$ cat src/rtl/blu_pkg.sv
// Shared definitions for the butterfly issue stage.
//   blu_state_e    : issue-stage FSM state
//   blu_op_t       : operand triple {data1, data2, zeta} at the default width
//   BLU_DATA_WIDTH : default coefficient-pair width
//   blu_op_width() : packed width of one operand triple for a given data width
package blu_pkg;

  localparam int BLU_DATA_WIDTH = 64;

  typedef enum logic [1:0] {
    ST_IDLE = 2'd0,
    ST_RUN  = 2'd1,
    ST_DONE = 2'd2
  } blu_state_e;

  typedef struct packed {
    logic [BLU_DATA_WIDTH-1:0]   data1;
    logic [BLU_DATA_WIDTH-1:0]   data2;
    logic [BLU_DATA_WIDTH/2-1:0] zeta;
  } blu_op_t;

  // Queue entries carry two full-width operands plus a half-width twiddle.
  function automatic int blu_op_width(input int dw);
    return 2 * dw + dw / 2;
  endfunction

endpackage

$ cat src/rtl/blu_op_fifo.sv
// Operand queue for the issue stage: a small FIFO of packed operand triples.
// Ports:
//   clk, rst_n  : clock, synchronous active-low reset (empties the queue)
//   push, wdata : write one entry (caller guarantees !full)
//   pop, rdata  : rdata always shows the head; pop advances it (caller guarantees !empty)
//   full, empty : occupancy flags, derived from registered state only
module blu_op_fifo
  import blu_pkg::*;
#(
  parameter int DEPTH = 4,
  parameter int WIDTH = blu_op_width(BLU_DATA_WIDTH)
) (
  input  logic             clk,
  input  logic             rst_n,
  input  logic             push,
  input  logic [WIDTH-1:0] wdata,
  input  logic             pop,
  output logic [WIDTH-1:0] rdata,
  output logic             full,
  output logic             empty
);

  localparam int AW = (DEPTH > 1) ? $clog2(DEPTH) : 1;

  logic [WIDTH-1:0] mem [DEPTH];
  logic [AW-1:0]    wr_ptr, rd_ptr;
  logic [AW:0]      cnt;

  // Storage is not reset; occupancy alone defines what is valid.
  always_ff @(posedge clk) begin
    if (push) mem[wr_ptr] <= wdata;
  end

  // DEPTH is a power of two, so the pointers wrap naturally.
  always_ff @(posedge clk) begin
    if (!rst_n) begin
      wr_ptr <= '0;
      rd_ptr <= '0;
      cnt    <= '0;
    end else begin
      if (push) wr_ptr <= wr_ptr + 1'b1;
      if (pop)  rd_ptr <= rd_ptr + 1'b1;
      case ({push, pop})
        2'b10:   cnt <= cnt + 1'b1;
        2'b01:   cnt <= cnt - 1'b1;
        default: cnt <= cnt;
      endcase
    end
  end

  assign rdata = mem[rd_ptr];
  assign full  = (cnt == (AW+1)'(DEPTH));
  assign empty = (cnt == '0);

endmodule

$ cat src/rtl/blu_issue_stage.sv
// Issue stage in front of a butterfly unit. A batch is opened with start_i and
// a non-zero batch_len_i; up to batch_len_i operand triples are accepted over
// a valid/ready handshake, queued, and issued one per cycle (unless stall_i)
// into registered outputs. The final issue raises last_o; one cycle later the
// FSM pulses done_o and returns to idle.
// Ports:
//   clk_i, reset_ni                      : clock, synchronous active-low reset
//   start_i, batch_len_i                 : batch start / length (idle only)
//   in_valid_i, in_ready_o               : upstream handshake
//   data1_i, data2_i, zeta_i             : incoming operand triple
//   stall_i                              : holds off issue while high
//   data1_o, data2_o, zeta_o             : registered operands (hold when idle)
//   out_valid_o, last_o                  : issue pulse / final issue of batch
//   busy_o, done_o                       : batch running / one-cycle done pulse
//   count_o                              : butterflies issued in this batch
module blu_issue_stage
  import blu_pkg::*;
#(
  parameter int DATA_WIDTH = BLU_DATA_WIDTH,
  parameter int DEPTH      = 4,
  parameter int CNT_WIDTH  = 8
) (
  input  logic                    clk_i,
  input  logic                    reset_ni,
  input  logic                    start_i,
  input  logic [CNT_WIDTH-1:0]    batch_len_i,
  input  logic                    in_valid_i,
  output logic                    in_ready_o,
  input  logic [DATA_WIDTH-1:0]   data1_i,
  input  logic [DATA_WIDTH-1:0]   data2_i,
  input  logic [DATA_WIDTH/2-1:0] zeta_i,
  input  logic                    stall_i,
  output logic [DATA_WIDTH-1:0]   data1_o,
  output logic [DATA_WIDTH-1:0]   data2_o,
  output logic [DATA_WIDTH/2-1:0] zeta_o,
  output logic                    out_valid_o,
  output logic                    last_o,
  output logic                    busy_o,
  output logic                    done_o,
  output logic [CNT_WIDTH-1:0]    count_o
);

  localparam int ZW   = DATA_WIDTH / 2;
  localparam int OP_W = blu_op_width(DATA_WIDTH);

  blu_state_e           state;
  logic [CNT_WIDTH-1:0] len_q;
  logic [CNT_WIDTH-1:0] acc_cnt;
  logic                 fifo_full, fifo_empty;
  logic                 accept, issue;
  logic [OP_W-1:0]      head;

  // Ready looks only at registered state (never at this cycle's pop), and
  // the accept bound keeps both counters within batch_len, so nothing wraps.
  assign in_ready_o = (state == ST_RUN) && !fifo_full && (acc_cnt < len_q);
  assign accept     = in_valid_i && in_ready_o;
  // The queue never holds more than the un-issued remainder of the batch,
  // so a non-empty queue in RUN always has a butterfly left to issue.
  assign issue      = (state == ST_RUN) && !fifo_empty && !stall_i;

  blu_op_fifo #(
    .DEPTH (DEPTH),
    .WIDTH (OP_W)
  ) u_fifo (
    .clk   (clk_i),
    .rst_n (reset_ni),
    .push  (accept),
    .wdata ({data1_i, data2_i, zeta_i}),
    .pop   (issue),
    .rdata (head),
    .full  (fifo_full),
    .empty (fifo_empty)
  );

  always_ff @(posedge clk_i) begin
    if (!reset_ni) begin
      state       <= ST_IDLE;
      len_q       <= '0;
      acc_cnt     <= '0;
      count_o     <= '0;
      data1_o     <= '0;
      data2_o     <= '0;
      zeta_o      <= '0;
      out_valid_o <= 1'b0;
      last_o      <= 1'b0;
      busy_o      <= 1'b0;
      done_o      <= 1'b0;
    end else begin
      out_valid_o <= 1'b0;
      last_o      <= 1'b0;
      done_o      <= 1'b0;

      if (accept) acc_cnt <= acc_cnt + 1'b1;

      if (issue) begin
        data1_o     <= head[OP_W-1 -: DATA_WIDTH];
        data2_o     <= head[ZW +: DATA_WIDTH];
        zeta_o      <= head[ZW-1:0];
        out_valid_o <= 1'b1;
        count_o     <= count_o + 1'b1;
        last_o      <= (count_o == len_q - 1'b1);
      end

      case (state)
        ST_IDLE: begin
          if (start_i && (batch_len_i != '0)) begin
            len_q   <= batch_len_i;
            acc_cnt <= '0;
            count_o <= '0;
            busy_o  <= 1'b1;
            state   <= ST_RUN;
          end
        end
        ST_RUN: begin
          // The final issue already happened on the previous edge, so done
          // follows the last_o cycle rather than overlapping it.
          if (count_o == len_q) begin
            busy_o <= 1'b0;
            done_o <= 1'b1;
            state  <= ST_DONE;
          end
        end
        ST_DONE: state <= ST_IDLE;
        default: state <= ST_IDLE;
      endcase
    end
  end

endmodule
$ cat config.mk
export PLATFORM = sky130hd
export DESIGN_NAME = blu_issue_stage
export DESIGN_NICKNAME = d
export VERILOG_FILES = /design/src/rtl/blu_pkg.sv /design/src/rtl/blu_op_fifo.sv /design/src/rtl/blu_issue_stage.sv
export SDC_FILE = /design/constraint.sdc
export NUM_CORES = 1
export LEC_CHECK = 0
export BUFFER_PORTS_ARGS = -buffer_cell sky130_fd_sc_hd__buf_2
export CAP_MARGIN = 20
export CORE_ASPECT_RATIO = 1.5
export CORE_UTILIZATION = 62
export CTS_CLUSTER_SIZE = 30
export DETAILED_ROUTE_END_ITERATION = 8
export MAX_ROUTING_LAYER = met4
export PLACE_DENSITY = 0.95
export SYNTH_ARGS = -nofsm -noshare
export SYNTH_HDL_FRONTEND = slang
export SYNTH_SLANG_ARGS = --single-unit
$ cat constraint.sdc
create_clock -name clk_i -period 13.25 [get_ports clk_i]
set_input_delay 0 -clock clk_i [delete_from_list [all_inputs] [get_ports clk_i]]
set_output_delay 0 -clock clk_i [all_outputs]
set_load 0.02 [all_outputs]
==> results of run 1 <==
-- registers in the layout, indices dropped and copies added (netlist names) --
name	flops
u_fifo.cnt	3
len_q	8
out_valid_o	1
busy_o	1
last_o	1
u_fifo.rd_ptr	2
data1_o	64
data2_o	64
state	2
u_fifo.wr_ptr	2
count_o	8
done_o	1
zeta_o	32
u_fifo.mem	640
acc_cnt	8
-- cells in the final DEF (no fill, tap or decap), types with 4 or more instances in the layout --
master,count
edfxtp_1,640
buf_2,345
nand2_1,339
dfxtp_1,195
a21oi_1,180
dlygate4sd3_1,170
mux4_2,160
clkbuf_16,78
nor2_1,34
clkbuf_1,23
diode_2,20
inv_1,15
ha_1,15
buf_4,15
xor2_1,13
clkbuf_8,10
nand4_1,8
xnor2_1,8
or3_1,7
o21ai_0,7
clkinv_2,7
bufinv_16,6
a31oi_1,5
or4_1,5
nor3_1,4
and2_4,4
inv_6,4
nor4_1,4
o31ai_1,4
mux2i_1,4
clkinvlp_4,4
-- worst paths after layout --
kind	end	cells past startpoint	startpoint	slack, ps
worst max-delay path	u_fifo.mem[3][49]$_DFFE_PP_	9	len_q[2]$_SDFFE_PN0P_	8410
worst min-delay path	len_q[4]$_SDFFE_PN0P_	6	start_i	70
worst max register to register	u_fifo.mem[3][49]$_DFFE_PP_	9	len_q[2]$_SDFFE_PN0P_	8410
worst min register to register	data2_o[14]$_SDFFE_PN0P_	2	data2_o[14]$_SDFFE_PN0P_	450
-- cells by family (layout without fill, tap and decap cells) --
group | Yosys count | after routing
flip-flops | 837 | 837
AND/OR/NAND/NOR | 420 | 420
AO/OA/AOI/OAI | 207 | 207
multiplexers | 164 | 164
buffers and inverters | 117 | 687
XOR/XNOR | 21 | 21
adder cells (fa/ha/maj) | 16 | 16
other | 0 | 20
-- per-layer routing --
layer / up-vias / routed length, um / global-route usage
li1: 7806 / - / -
met1: 9385 / 26600 / 0.371
met2: 1267 / 41500 / 0.545
met3: 354 / 6030 / 0.0568
met4: 0 / 5430 / 0.200
met5: - / 0 / -
-- power by group through the flow --
stage                     Sequential [W]  Clock (W)  Combinational (W)
after floorplan                  0.00294          0          0.0000990
after global placement           0.00293          0           0.000176
after detailed placement         0.00293          0           0.000189
after CTS                        0.00288    0.00223           0.000235
after global routing             0.00288    0.00235           0.000255
final                            0.00288    0.00224           0.000241
-- cells in the mapped netlist, types with 2 or more instances --
master    count  area [sq um]
dfxtp_1     197          3940
nand2b_1      2          12.5
and2_1        4          25.0
nor4_1        4          25.0
inv_1        15          56.3
xor2_1       13           114
edfxtp_1    640         19200
inv_2         2          7.51
or3_1         8          50.1
nor3b_1       2          15.0
nand4_1       8          50.1
a31oi_1       5          31.3
o31ai_1       4          30.0
o21ai_0       7          35.0
buf_2        39           195
a21oi_1     180           901
nand3_1       3          15.0
clkbuf_1     48           180
nor2_1       34           128
mux4_2      160          3600
mux2i_1       4          40.0
buf_1        10          37.5
xnor2_1       8          70.1
nand2_1     339          1270
or4_1         5          37.5
o21a_1        2          15.0
ha_1         15           188
nor3_1        4          20.0
-- area by class of cell --
class                      count  area [sq um]  area share
inverter                      18          77.6     0.00209
clock buffer                 111          2180      0.0587
timing repair buffer         531          3560      0.0961
clock inverter                27           340     0.00918
antenna                       20          50.0     0.00135
tap                          656           821      0.0221
sequential                   837         23200       0.625
multi-input combinational    828          6860       0.185
-- worst max-delay path: stages (launching register included) --
cell     delay [ps]
dfxtp_1         410
inv_1           100
ha_1            320
a211o_1         260
a31oi_1         290
o21ai_0         190
nor2_2          380
and2_4          640
buf_4           780
buf_4           910
-- what timing repair did --
item,4_1_cts,5_1_grt
setup buffers,0,0
hold endpoints to repair,658,0
hold buffers,170,0
-- metrics by stage --
step	area (sq um)	util
floorplan	30500	-
global placement	32800	0.675
CTS	37000	0.762
finish	37100	0.763
global route	37100	0.763
detailed placement	32800	0.675
==> impl_metrics.csv, run 1 <==
group,metric,value,unit
drt,drt_iter0_markers,1967,
clock_tree,clk_latency,620,ps
logic_synthesis,ys_async_sr_fraction,0,
pwr,p_comb_frac,0.045,
grt,grt_usage,0.328,
timing,max_freq,0.206,GHz
timing,worst_pin_slew,1100,ps
pwr,p_int,0.00423,W
clock_tree,cts_tree,"done",
logic_synthesis,synth_xor_area_frac,0.00603,
logic_synthesis,synth.distinct_cells,48,
placement,dp_cells,2700,
pwr,p_leak,12.6,nW
logic_synthesis,netlist_instances,1782,
clock_tree,numCtsBuffers,74,
clock_tree,root_buffer,"clkbuf_16",
critical_path,cp.required,13480,ps
floorplanning,die_x,183,um
drt,viasPerCell,6.21,
timing,max-slew-margin-rel,0.268,
final_layout,layoutNonFillerInstCount,3028,
logic_synthesis,syn-cell-area,30500,sq um
pwr,p_seq_frac,0.537,
logic_synthesis,yosysSeqAreaShare,0.759,
logic_synthesis,synth-main-ff-cell,"edfxtp_1",
critical_path,critPathKind,"reg2reg",
critical_path,crit_path_max_fanout,66,
floorplanning,die_area,50100,sq um
timing,finalHoldViolCount,0,
final_layout,area_growth,21.5,%
logic_synthesis,synthSimpleGateAreaFrac,0.0561,
final_layout,fin_nets,2479,
placement,dpl_worst_slack,8480,ps
timing,fin_crit_sh,0.366,
clock_tree,clk_path_buf_depth,3,
critical_path,critPathArrivalTime,5080,ps
min_path,worst_hold_path_type,"in2reg",
floorplanning,fp-row-count,99,
logic_synthesis,syn_avg_cell_area,17.1,sq um
logic_synthesis,syn_nets,1971,
grt,antenna_found_initial,18,
floorplanning,num_io_pins,346,
drt,dr_total_vias,18800,
logic_synthesis,yosysWarnings,0,
pwr,clock_power_share,0.418,
timing,rsz0062_at_grt,"no",
clock_tree,clk_pin_slew,70,ps
pwr,switchingPower,0.00113,W
pwr,swShare,0.210,
clock_tree,htree_levels,3,
logic_synthesis,synth_edf_count,640,
floorplanning,coreArea,48600,sq um
timing,fin_ws,8410,ps
timing,finalCriticalPeriod,4840,ps
clock_tree,clock-sinks,837,
drt,routedWlPerCell,26.3,um
pwr,powerDensity,145,nW/um^2
pwr,vdd_drop_max,0.128,mV
grt,grt_max_degree,127,
logic_synthesis,synth_mux_area_frac,0.119,
outcome,status,"finished, final reports clean",
run,maxCapViolCount,0,
floorplanning,die_h,274,um
logic_synthesis,synth_top_family_by_area,"multiplexers",
drt,antenna_left,0,
timing,whs,70.5,ps
timing,skew,39.2,ps
placement,dp_hpwl,41.7,mm
logic_synthesis,ys_ff_latch,837,
critical_path,critPathCaptureType,"register",
grt,grt_pass1_wl,116,mm
placement,portBuffers,345,
pwr,totalPowerFinal,0.00536,W
timing,setup_viol_count_final,0,
grt,grt_overflow,0,
timing,slew_viol_final,0,
drt,drt-total-wl,79.5,mm
drt,first_pass_iters,5,
placement,place_congestion,0.868,
final_layout,layout-drive-gt1-share,0.276,
critical_path,worst_setup_path_start_kind,"register",
timing,fin_tns_setup,0,ps
logic_synthesis,synth-adder-area-share,0.00681,
final_layout,nFillCells,2555,
grt,first_global_vias,19500,
logic_synthesis,synth_compound_area_frac,0.0358,
drt,drc,0,
clock_tree,cts_resized,0,
floorplanning,start_util,0.628,
Power figures use the tool's default switching activity.
==> inputs of run 2 (changes only) <==
--- a/config.mk
+++ b/config.mk
@@ -8,11 +8,11 @@
 export BUFFER_PORTS_ARGS = -buffer_cell sky130_fd_sc_hd__buf_2
 export CAP_MARGIN = 20
 export CORE_ASPECT_RATIO = 1.5
-export CORE_UTILIZATION = 62
+export CORE_UTILIZATION = 58
 export CTS_CLUSTER_SIZE = 30
 export DETAILED_ROUTE_END_ITERATION = 8
 export MAX_ROUTING_LAYER = met4
-export PLACE_DENSITY = 0.95
+export PLACE_DENSITY = 0.9
 export SYNTH_ARGS = -nofsm -noshare
 export SYNTH_HDL_FRONTEND = slang
 export SYNTH_SLANG_ARGS = --single-unit
==> constraint.sdc (replaced) <==
create_clock -name clk_i -period 5.04 [get_ports clk_i]
set_input_delay 0 -clock clk_i [delete_from_list [all_inputs] [get_ports clk_i]]
set_output_delay 0 -clock clk_i [all_outputs]
set_load 0.02 [all_outputs]
==> run 2 against run 1 <==
  * Worst setup slack worse by 6800 ps
  * Power increased to 2.6 times the previous value
  * Clock-buffer cell count shrank 10
  * Highest routed layer unchanged
==> impl_metrics.csv, run 2 (synthesis results as in run 1) <==
group,metric,value,unit
outcome,status,"finished, final reports clean",
timing,fin_ws,1570,ps
pwr,powerDensity,375,nW/um^2
timing,rsz0062_at_grt,"no",
pwr,p_leak,12.7,nW
critical_path,critPathArrivalTime,3750,ps
timing,skew,31.6,ps
drt,drt_iter0_markers,1607,
drt,viasPerCell,6.08,
placement,dpl_worst_slack,1630,ps
clock_tree,htree_levels,3,
drt,antenna_left,0,
grt,grt_overflow,0,
final_layout,largestRegisters,"u_fifo.mem x640, data1_o x64, data2_o x64",
critical_path,worst_setup_path_start_kind,"register",
timing,finalCriticalPeriod,3470,ps
critical_path,reg2regPathDepth,8,
timing,slew_viol_final,0,
timing,max-slew-margin-rel,0.346,
timing,setup_viol_count_final,0,
final_layout,fin_nets,2493,
clock_tree,clock-sinks,837,
final_layout,layout-drive-gt1-share,0.278,
grt,first_global_vias,19200,
critical_path,critPathKind,"reg2reg",
min_path,hold_depth,6,
floorplanning,fp-row-count,102,
grt,grt_max_degree,108,
floorplanning,start_util,0.589,
clock_tree,clk_pin_slew,70,ps
placement,portBuffers,345,
floorplanning,die_x,189,um
critical_path,crit_path_max_fanout,55,
final_layout,final_common_cell,"edfxtp_1",
clock_tree,root_buffer,"clkbuf_16",
timing,fin_crit_sh,0.688,
clock_tree,clk_path_buf_depth,3,
drt,routedWlPerCell,25.7,um
pwr,vdd_drop_max,0.411,mV
grt,grt_pass1_wl,114,mm
drt,dr_total_vias,18500,
min_path,min-delay-start,"start_i",
floorplanning,die_area,53500,sq um
critical_path,startpoint,"len_q[2]$_SDFFE_PN0P_",
drt,first_pass_iters,6,
critical_path,setup.worst_path.end,"u_fifo.mem[0][59]$_DFFE_PP_",
final_layout,area_growth,21.9,%
critical_path,critPathCaptureType,"register",
final_layout,layout_common_cells,"edfxtp_1, buf_2, nand2_1",
grt,antenna_found_initial,9,
clock_tree,cts_tree,"done",
grt,grt_usage,0.301,
clock_tree,post_cts.repair.setup_buffers,0,
clock_tree,numCtsBuffers,72,
timing,worst_pin_slew,982,ps
critical_path,worst-r2r-setup-slack,1570,ps
drt,drt-total-wl,78.2,mm
final_layout,largest_reg_flops,640,
clock_tree,cts_resized,0,
floorplanning,die_h,283,um
timing,finalHoldViolCount,0,
placement,place_congestion,0.860,
critical_path,regToRegStartpoint,"len_q[2]$_SDFFE_PN0P_",
run,maxCapViolCount,0,
timing,fin_tns_setup,0,ps
placement,dp_hpwl,42.8,mm
critical_path,cp.required,5330,ps
critical_path,worst_r2r_endpoint,"u_fifo.mem[0][59]$_DFFE_PP_",
floorplanning,coreArea,51800,sq um
floorplanning,num_io_pins,346,
min_path,worst_hold_path_type,"in2reg",
timing,max_freq,0.288,GHz
final_layout,largest_register,"u_fifo.mem",
drt,drc,0,
clock_tree,clk_latency,620,ps
-- run 2: layout make-up --
class,count,area [sq um]
diodes,10,25.0
repair buffers,547,3790
clock inverters,31,377
well taps,676,846
inverters,18,77.6
fillers,2944,14600
multi-input cells,828,6860
clock buffers,101,2050
flip-flops and latches,837,23200
-- run 2: worst min-delay path by stage --
stage	end
after floorplan	u_fifo.mem[0][0]$_DFFE_PP_
after global placement	u_fifo.mem[3][20]$_DFFE_PP_
after detailed placement	u_fifo.mem[3][152]$_DFFE_PP_
after CTS	len_q[4]$_SDFFE_PN0P_
after global routing	busy_o$_SDFFE_PN0P_
final	len_q[5]$_SDFFE_PN0P_
-- run 2: where the power goes --
part | internal [W] | leakage [nW] | total, W | switching (W)
Combinational | 0.000282 | 4.13 | 0.000641 | 0.000359
Sequential | 0.00752 | 7.36 | 0.00756 | 0.0000457
Clock | 0.00327 | 1.19 | 0.00575 | 0.00248
-- run 2: through the flow --
stage	utilization	cells	hold WS (ps)	power (W)	instance area [sq um]
6_report	0.718	3048	26.9	0.0140	37200
5_1_grt	0.718	3048	54.6	0.0143	37200
4_1_cts	0.717	3038	3.75	0.0139	37200
3_5_place_dp	0.638	2736	218	0.00821	33000
3_3_place_gp	0.638	2736	210	0.00818	33000
2_1_floorplan	-	1782	98.9	0.00798	30500
-- run 2: timing repair --
action / 4_1_cts / 5_1_grt
hold endpoints to repair: 658 / 0
hold buffers: 170 / 0
endpoints found under the setup margin: 0 / 0
-- run 2: worst max-delay path: stages, from the launching register on --
cell     delay (ps)
dfxtp_1         430
inv_1           100
ha_1            330
a211o_1         260
a31oi_1         230
o21ai_0         160
nor2_2          330
and2_4          840
buf_4           440
-- run 2: metal layers --
metal  vias to the layer above  global-route usage  part of all wire
met1                      9175               0.335              0.34
met3                       309              0.0560             0.076
met4                         0               0.167             0.059
li1                       7829                   -                 -
met2                      1230               0.515              0.53
met5                         -                   -                 0
==> inputs of run 3 (changes only) <==
==> constraint.sdc (replaced) <==
create_clock -name clk_i -period 3.2 [get_ports clk_i]
set_input_delay 0 -clock clk_i [delete_from_list [all_inputs] [get_ports clk_i]]
set_output_delay 0 -clock clk_i [all_outputs]
set_load 0.02 [all_outputs]
==> run 3 against run 2 <==
  * Sequential share of layout area fell by 0.52 points
  * Sequential cell count is the same
  * Clock skew shrank 4.1 ps
  * Worst setup slack got worse by 1300 ps
  * Clock-buffer cell count is 5 higher
  * Non-clock buffer count is 7 lower
  * Highest routed layer unchanged
  * Largest power group unchanged
==> impl_metrics.csv, run 3 (synthesis results as in run 1) <==
group,metric,value,unit
floorplanning,num_io_pins,346,
pwr,p_seq_frac,0.530,
pwr,switchingPower,0.00463,W
final_layout,layout_common_cells,"edfxtp_1, buf_2, nand2_1",
critical_path,critPathKind,"reg2reg",
final_layout,layout-drive-gt1-share,0.280,
pwr,swShare,0.206,
timing,slew_viol_final,0,
timing,fin_ws,272,ps
timing,rsz0062_at_grt,"no",
final_layout,largest_register,"u_fifo.mem",
timing,fin_tns_setup,0,ps
placement,place_congestion,0.905,
grt,grt_overflow,0,
timing,max_freq,0.342,GHz
min_path,hold_depth,6,
floorplanning,coreArea,51800,sq um
drt,dr_total_vias,18400,
final_layout,fin_nets,2489,
critical_path,critPathArrivalTime,3460,ps
critical_path,startpoint,"len_q[5]$_SDFFE_PN0P_",
pwr,p_comb_frac,0.045,
drt,viasPerCell,6.02,
floorplanning,die_area,53500,sq um
grt,grt_pass1_wl,113,mm
clock_tree,numCtsBuffers,75,
final_layout,postLayoutCoreUtil,0.724,
final_layout,largest_reg_flops,640,
timing,finalCriticalPeriod,2930,ps
critical_path,crit_path_max_fanout,6,
pwr,vdd_drop_max,0.599,mV
floorplanning,fp-row-count,102,
pwr,p_int,0.0179,W
grt,first_global_vias,19100,
drt,first_pass_iters,7,
critical_path,regToRegStartpoint,"len_q[5]$_SDFFE_PN0P_",
floorplanning,die_h,283,um
outcome,status,"finished, final reports clean",
floorplanning,die_x,189,um
pwr,p_leak,12.7,nW
timing,finalHoldViolCount,0,
critical_path,reg2regPathDepth,13,
drt,routedWlPerCell,25.0,um
timing,worst_pin_slew,946,ps
timing,setup_viol_count_final,0,
final_layout,area_growth,23.0,%
clock_tree,clk_pin_slew,60,ps
drt,drt-total-wl,76.4,mm
clock_tree,cts_tree,"done",
clock_tree,clk_path_buf_depth,3,
clock_tree,clk_latency,630,ps
critical_path,critPathCaptureType,"register",
placement,portBuffers,345,
clock_tree,post_cts.repair.setup_buffers,0,
drt,drc,0,
pwr,powerDensity,600,nW/um^2
final_layout,largestRegisters,"u_fifo.mem x640, data1_o x64, data2_o x64",
min_path,worst_hold_path_type,"in2reg",
critical_path,worst_setup_path_start_kind,"register",
critical_path,cp.required,3730,ps
timing,fin_crit_sh,0.915,
final_layout,final_common_cell,"edfxtp_1",
timing,max-slew-margin-rel,0.369,
final_layout,nFillCells,2908,
drt,drt_iter0_markers,1687,
pwr,clock_power_share,0.426,
drt,antenna_left,0,
placement,dp_hpwl,40.4,mm
clock_tree,clock-sinks,837,
grt,grt_max_degree,170,
run,maxCapViolCount,0,
grt,grt_usage,0.295,
min_path,min-delay-start,"start_i",
clock_tree,root_buffer,"clkbuf_16",
grt,antenna_found_initial,18,
pwr,totalPowerFinal,0.0225,W
placement,dpl_worst_slack,257,ps
floorplanning,start_util,0.589,
timing,skew,27.5,ps
clock_tree,htree_levels,3,
## run 3: cell count changes in the layout (fill, tap and decap cells not counted), sizes merged
cell / delta
clkinv: -3
buf: -7
clkinvlp: +5
clkbuf: +5
diode: +12
bufinv: +2
inv: -3
## run 3: power groups by stage
stage / sequential, W / clock, W / combinational (W)
5_1_grt: 0.0119 / 0.0101 / 0.00107
3_3_place_gp: 0.0121 / 0 / 0.000755
3_5_place_dp: 0.0121 / 0 / 0.000799
4_1_cts: 0.0119 / 0.00961 / 0.000988
2_1_floorplan: 0.0122 / 0 / 0.000413
6_report: 0.0119 / 0.00957 / 0.00101
## run 3: final cells by class
type	instances	area [sq um]	share of cell area
antenna	22	55.1	0.00147
clock buffer	106	2170	0.0578
clock inverter	32	457	0.0122
inverter	18	77.6	0.00207
multi-input combinational	828	6870	0.183
sequential	837	23200	0.618
tap	676	846	0.0225
timing repair buffer	540	3870	0.103
## run 3: stage by stage
stage	instance area, sq um	instances	hold WS, ps
CTS	37500	3037	56.0
detailed placement	33100	2729	219
finish	37500	3059	93.0
global placement	33100	2729	211
floorplan	30500	1782	98.9
global route	37500	3058	110
## run 3: what timing repair did
action                                  CTS  global route
hold buffers                            170             0
resized for setup                         0             1
endpoints found under the setup margin    0             1
hold endpoints to repair                658             0
## run 3: worst max-delay path: stages, from the launching register on
cell and delay (ps):
dfxtp_1 430, inv_1 110, ha_1 310, nand2_1 50
or3_1 360, o21ai_2 220, nor2_4 60, inv_1 70
ha_1 180, inv_1 70, fa_1 380, xor2_1 160
or3_1 310, a21oi_1 140
## run 3: final timing paths
check                                             endpoint  slack [ps]
worst max-delay path            u_fifo.cnt[2]$_SDFFE_PN0P_         270
worst min-delay path                 len_q[1]$_SDFFE_PN0P_          90
worst max register to register  u_fifo.cnt[2]$_SDFFE_PN0P_         270
worst min register to register    data2_o[14]$_SDFFE_PN0P_         450
## run 3: layer usage
| layer | up-vias | track usage | share of wire |
|---|---|---|---|
| met2 | 1113 | 0.499 | 0.53 |
| met1 | 9160 | 0.334 | 0.34 |
| met3 | 300 | 0.0467 | 0.070 |
| met4 | 0 | 0.173 | 0.062 |
| li1 | 7843 | - | - |
| met5 | - | - | 0 |
